==> src/rtl/pipe_pkg.sv <==
// Shared pipeline definitions: opcode constants (also used by the ALU stage),
// memory-stage FSM states and the latched memory request record.
package pipe_pkg;

    localparam logic [5:0] OP_ADD  = 6'b000000;
    localparam logic [5:0] OP_SUB  = 6'b000001;
    localparam logic [5:0] OP_AND  = 6'b000010;
    localparam logic [5:0] OP_OR   = 6'b000011;
    localparam logic [5:0] OP_XOR  = 6'b000100;
    localparam logic [5:0] OP_SLL  = 6'b000101;
    localparam logic [5:0] OP_SRL  = 6'b000110;
    localparam logic [5:0] OP_SRA  = 6'b000111;
    localparam logic [5:0] OP_ADDI = 6'b001000;
    localparam logic [5:0] OP_ANDI = 6'b001001;
    localparam logic [5:0] OP_ORI  = 6'b001010;
    localparam logic [5:0] OP_XORI = 6'b001011;
    localparam logic [5:0] OP_LDW  = 6'b001100;
    localparam logic [5:0] OP_STW  = 6'b001101;
    localparam logic [5:0] OP_BZ   = 6'b001110;
    localparam logic [5:0] OP_BEQ  = 6'b001111;
    localparam logic [5:0] OP_JR   = 6'b010000;

    // The request record is sized for the standard 32-bit data path.
    localparam int PIPE_ADDR_W = 32;
    localparam int PIPE_DATA_W = 32;

    typedef enum logic [1:0] {
        IDLE = 2'd0,
        REQ  = 2'd1,
        WAIT = 2'd2
    } mem_state_t;

    typedef struct packed {
        logic                   is_store;
        logic [PIPE_ADDR_W-1:0] addr;
        logic [PIPE_DATA_W-1:0] wdata;
        logic [4:0]             dst;
    } mem_txn_t;

    function automatic logic is_alu_op(input logic [5:0] op);
        return op <= OP_XORI;
    endfunction

    function automatic logic is_mem_op(input logic [5:0] op);
        return (op == OP_LDW) || (op == OP_STW);
    endfunction

endpackage

==> src/rtl/mem_stage.sv <==
// Memory-access pipeline stage: passes ALU results to write-back and runs
// LDW/STW through a request/grant/response handshake with a load timeout.
module mem_stage
    import pipe_pkg::*;
#(
    parameter int ADDR_W      = PIPE_ADDR_W,
    parameter int DATA_W      = PIPE_DATA_W,
    parameter int TIMEOUT_CYC = 255
) (
    input  logic              clk,
    input  logic              rst_n,
    input  logic              ex_valid,
    output logic              ex_ready,
    input  logic [5:0]        ex_op,
    input  logic [DATA_W-1:0] ex_rd,
    input  logic [ADDR_W-1:0] ex_addr,
    input  logic [DATA_W-1:0] ex_sdata,
    input  logic [4:0]        ex_dst,
    output logic              mem_req,
    output logic              mem_we,
    output logic [ADDR_W-1:0] mem_addr,
    output logic [DATA_W-1:0] mem_wdata,
    input  logic              mem_gnt,
    input  logic              mem_rvalid,
    input  logic [DATA_W-1:0] mem_rdata,
    output logic              wb_valid,
    output logic              wb_wen,
    output logic [4:0]        wb_dst,
    output logic [DATA_W-1:0] wb_data,
    output logic              wb_err
);

    localparam int CNT_W = $clog2(TIMEOUT_CYC + 1);
    localparam logic [CNT_W-1:0] CNT_LAST = CNT_W'(TIMEOUT_CYC - 1);
    localparam logic [CNT_W-1:0] CNT_MAX  = '1;

    mem_state_t        state, state_n;
    logic [CNT_W-1:0]  cnt, cnt_n;
    mem_txn_t          txn, txn_n;

    logic              ret;
    logic              ret_wen;
    logic              ret_err;
    logic [4:0]        ret_dst;
    logic [DATA_W-1:0] ret_data;

    // ex_ready is gated by rst_n so it reads 0 while reset is held.
    assign ex_ready  = rst_n && (state == IDLE);
    assign mem_req   = (state == REQ);
    assign mem_we    = txn.is_store;
    assign mem_addr  = ADDR_W'(txn.addr);
    assign mem_wdata = DATA_W'(txn.wdata);

    always_comb begin
        state_n  = state;
        cnt_n    = cnt;
        txn_n    = txn;
        ret      = 1'b0;
        ret_wen  = 1'b0;
        ret_err  = 1'b0;
        ret_dst  = txn.dst;
        ret_data = '0;

        unique case (state)
            IDLE: begin
                if (ex_valid) begin
                    ret_dst = ex_dst;
                    if (is_mem_op(ex_op)) begin
                        if (ex_addr[1:0] != 2'b00) begin
                            ret     = 1'b1;
                            ret_err = 1'b1;
                        end else begin
                            state_n        = REQ;
                            txn_n.is_store = (ex_op == OP_STW);
                            txn_n.addr     = PIPE_ADDR_W'(ex_addr);
                            txn_n.wdata    = PIPE_DATA_W'(ex_sdata);
                            txn_n.dst      = ex_dst;
                        end
                    end else begin
                        ret      = 1'b1;
                        ret_wen  = is_alu_op(ex_op);
                        ret_data = ex_rd;
                    end
                end
            end
            REQ: begin
                if (mem_gnt) begin
                    if (txn.is_store) begin
                        state_n = IDLE;
                        ret     = 1'b1;
                    end else begin
                        state_n = WAIT;
                        cnt_n   = '0;
                    end
                end
            end
            WAIT: begin
                if (mem_rvalid) begin
                    state_n  = IDLE;
                    ret      = 1'b1;
                    ret_wen  = 1'b1;
                    ret_data = mem_rdata;
                end else if (cnt >= CNT_LAST) begin
                    state_n = IDLE;
                    ret     = 1'b1;
                    ret_err = 1'b1;
                end else if (cnt != CNT_MAX) begin
                    cnt_n = cnt + CNT_W'(1);
                end
            end
            default: state_n = IDLE;
        endcase
    end

    always_ff @(posedge clk or negedge rst_n) begin
        if (!rst_n) begin
            state    <= IDLE;
            cnt      <= '0;
            txn      <= '0;
            wb_valid <= 1'b0;
            wb_wen   <= 1'b0;
            wb_err   <= 1'b0;
            wb_dst   <= '0;
            wb_data  <= '0;
        end else begin
            state    <= state_n;
            cnt      <= cnt_n;
            txn      <= txn_n;
            wb_valid <= ret;
            wb_wen   <= ret_wen;
            wb_err   <= ret_err;
            wb_dst   <= ret_dst;
            wb_data  <= ret_data;
        end
    end

endmodule

==> config.mk <==
export PLATFORM = sky130hd
export DESIGN_NAME = mem_stage
export DESIGN_NICKNAME = d
export VERILOG_FILES = /design/src/rtl/pipe_pkg.sv /design/src/rtl/mem_stage.sv
export SDC_FILE = /design/constraint.sdc
export NUM_CORES = 1
export LEC_CHECK = 0
export ABC_AREA = 1
export CORE_AREA = 8 8 125 127
export CTS_BUF_LIST = sky130_fd_sc_hd__clkbuf_16
export DETAILED_ROUTE_END_ITERATION = 16
export DIE_AREA = 0 0 133 135
export PLACE_DENSITY = 0.89
export REMOVE_ABC_BUFFERS = 1
export SYNTH_ARGS = -nofsm -noshare
export SYNTH_HDL_FRONTEND = slang
export SYNTH_SLANG_ARGS = --single-unit
==> constraint.sdc <==
create_clock -name clk -period 2.15 [get_ports clk]
set_input_delay 0.43 -clock clk [delete_from_list [all_inputs] [get_ports clk]]
set_output_delay 0.43 -clock clk [all_outputs]
set_load 0.05 [all_outputs]
==> key figures <==
Critical path
  • Req. time, crit path: between 1.5 and 2 ns
  • CP peak stage delay: 0.84 ns
  • Worst Path Buf+Inv: 1
  • CP max-delay cell: clkdlybuf4s50_1
  • Crit end category: output pin
  • CP startpoint kind: flip-flop
  • Largest delay share family, worst path: buffers and inverters
  • Setup Crit Path Kind: reg -> out
  • Max FO, Critical Path: 4
  • Worst EP arrival: 1.63 ns
  • Critical-path cell list: clkdlybuf4s50_1

Clock tree
  • CTS tree: yes
  • Worst-path clk slew: 0.05 ns
  • Hold bufs inserted after CTS: 0
  • CTS sink count: 120
  • Number of CTS-inserted buffers: 17
  • Cell chosen for the clock root: clkbuf_16
  • H-tree depth: 4
  • Clk buf depth: 2
  • Setup Buffers After CTS: 0
  • Clock latency on the worst-skew pair: 0.40 ns
  • Post_cts resized: 0

Die
  • Core Region: between 0.01 and 0.015 mm^2
  • Starting Density: 40.4%
  • # rows: 43
  • Die width: 133 um
  • Height of the die: 135 um
  • # IOs: between 200 and 300
  • Die area: 0.0180 mm^2

Timing
  • Setup TNS: 0 ns
  • Final Hold Viols: 0
  • Fmax: 484 MHz
  • Worst slew margin: 55.4%
  • RSZ-0062 raised after global routing: no
  • Hold slack: 0.103 ns
  • Min Clock Period, post-route: 2.06 ns
  • Slew Limit Fails: 0
  • Tcrit/Tclk final: 96.0%
  • Worst-margin pin slew: 0.669 ns
  • Setup Skew: 0.00637 ns
  • Final Setup Violations: 0

Global routing
  • Vias in the first global route: 4695
  • Met1 Track Usage GR: roughly a fifth
  • Largest net degree at the start of global routing: approximately 120
  • Grt ovf: 0
  • Number of antenna violations at the first check in global routing: 0
  • Met3 usage: ~8.4%
  • Gr busiest metal: met2
  • Gr usage total: 17.0%
  • First-pass GRT wire length: 24100 um
  • Global Route met2 Usage: 26.6%

Power
  • LEAKAGE: 4.06 nW
  • Flop pwr share: 34.3%
  • Worst vdd ir: 0.444 mV
  • Power Total: 7.93 mW
  • Switching power total: 2.85 mW
  • Internal power: between 5 and 6 mW
  • Clock power share: 31.4%
  • Power per cell area: between 900 and 1000 mW/mm^2
  • Power share of the combinational group: between 30% and 40%
  • Sw Share: between 30% and 40%

Synthesis
  • #FFs+latches synth: 120
  • Yosys warns: 0
  • Asr flop ratio synth: 100%
  • Cell taking the most area after synthesis: dfrtp_1
  • Yosys cell types: 23
  • EDFF count, synth: 0
  • Synth Area per Inst: between 8 and 9 um^2
  • Register area share after synthesis: 54.6%
  • Synth top area share: 54.6%
  • Top_reg_cell synth: dfrtp_1
  • Count leader, synth: nand2_1
  • Most instantiated cells after synthesis: nand2_1, dfrtp_1, buf_4
  • Synth top area cells: dfrtp_1, nand2_1, buf_4
  • Syn Std Cell Area: 0.00550 mm^2
  • Cells after Synth: 652

Place
  • Area after DPL: 0.00768 mm^2
  • Post-DP HPWL: around 11000 um
  • Gpl congestion: ~0.84
  • I/O Buffers: 250

Route
  • Vias per cell: approximately 4.5
  • DRT iter0 DRCs: 203
  • Final wirelength: 15200 um
  • Post-DRT Antenna Nets: 0
  • Via Count: 4656
  • DRC viols: 0
  • First-pass DRT Iterations: 4
  • DR WL/cell: around 15 um

Status
  • Outcome: completed

Cells and area
  • FILL cells: 1119
  • Fin nets: 989
  • Final Cell Area: approximately 0.0082 mm^2
  • Layout cells sized above 1: around 6.3%
  • Area grow syn2layout: 49.1%
  • Ant diodes: 0

Hold path
  • Hold WC Path Type: in -> async

Run
  • MaxCap Viol Count: 0
logic make-up after synthesis:
logic type | synth area share, %
compound gates | 1.43
fa+ha+maj | 0.455
xor+xnor | 0.477
flops | 54.6
simple gates | 28.8
buf+inv | 14.2
final timing paths:
check	startpoint	depth (start not counted)	slack [ns]	to
worst min-delay path	rst_n	2	0.10	mem_wdata[20]
min in group clk	mem_addr[31]	2	0.48	mem_addr[31]
max in group asynchronous	rst_n	2	1.51	wb_data[10]
worst max-delay path	mem_we	1	0.09	mem_we
worst max register to register	state[0]	7	0.61	mem_addr[7]
worst min register to register	mem_addr[31]	2	0.48	mem_addr[31]
placed cells by master, fill, tap and decap left out, types with 3 or more instances in the layout:
master and n:
clkdlybuf4s50_1 246, buf_12 5, clkbuf_16 17, inv_1 26
clkinv_2 7, nor2_1 29, nand2_1 322, buf_4 10
dfrtp_1 120, inv_2 3, o21ai_2 5, o21ai_0 6
nand3_1 42
area by class of cell:
class	instances	area, um^2	share of cell area [%]
Sequential cell	120	3000	36.6
Tap cell	180	225	2.74
Inverter	27	101	1.24
Clock inverter	14	95.1	1.16
Clock buffer	17	425	5.18
Multi-Input combinational cell	416	1720	20.9
Timing Repair Buffer	261	2640	32.1
power by group through the flow:
stage / clock [mW] / combinational, mW / sequential, mW
after global routing: 2.66 / 2.89 / 2.76
after floorplan: 0 / 0.539 / 3.78
final: 2.49 / 2.72 / 2.72
after global placement: 0 / 2.71 / 2.75
after CTS: 2.55 / 2.75 / 2.72
after detailed placement: 0 / 2.75 / 2.76
flip-flops by register name, summed over array words and instances, names as in the netlist:
signal / count
mem_we: 1
cnt: 8
wb_wen: 1
mem_addr: 32
wb_valid: 1
txn: 5
mem_wdata: 32
state: 2
wb_dst: 5
wb_err: 1
wb_data: 32
metal layers:
metal	share of wire, %	vias to the layer above
met5	0	-
met4	1.9	0
li1	-	2307
met3	11	20
met1	39	2125
met2	48	204
metrics by stage:
stage                     instances  utilization (%)  setup WS [ns]
after global routing           1035             60.3         0.0291
final                          1035             60.3         0.0855
after global placement         1004             56.5          0.161
after detailed placement       1004             56.5          0.102
after CTS                      1035             60.3         0.0490
after floorplan                 563                -          -1.01
Power figures use the tool's default switching activity.
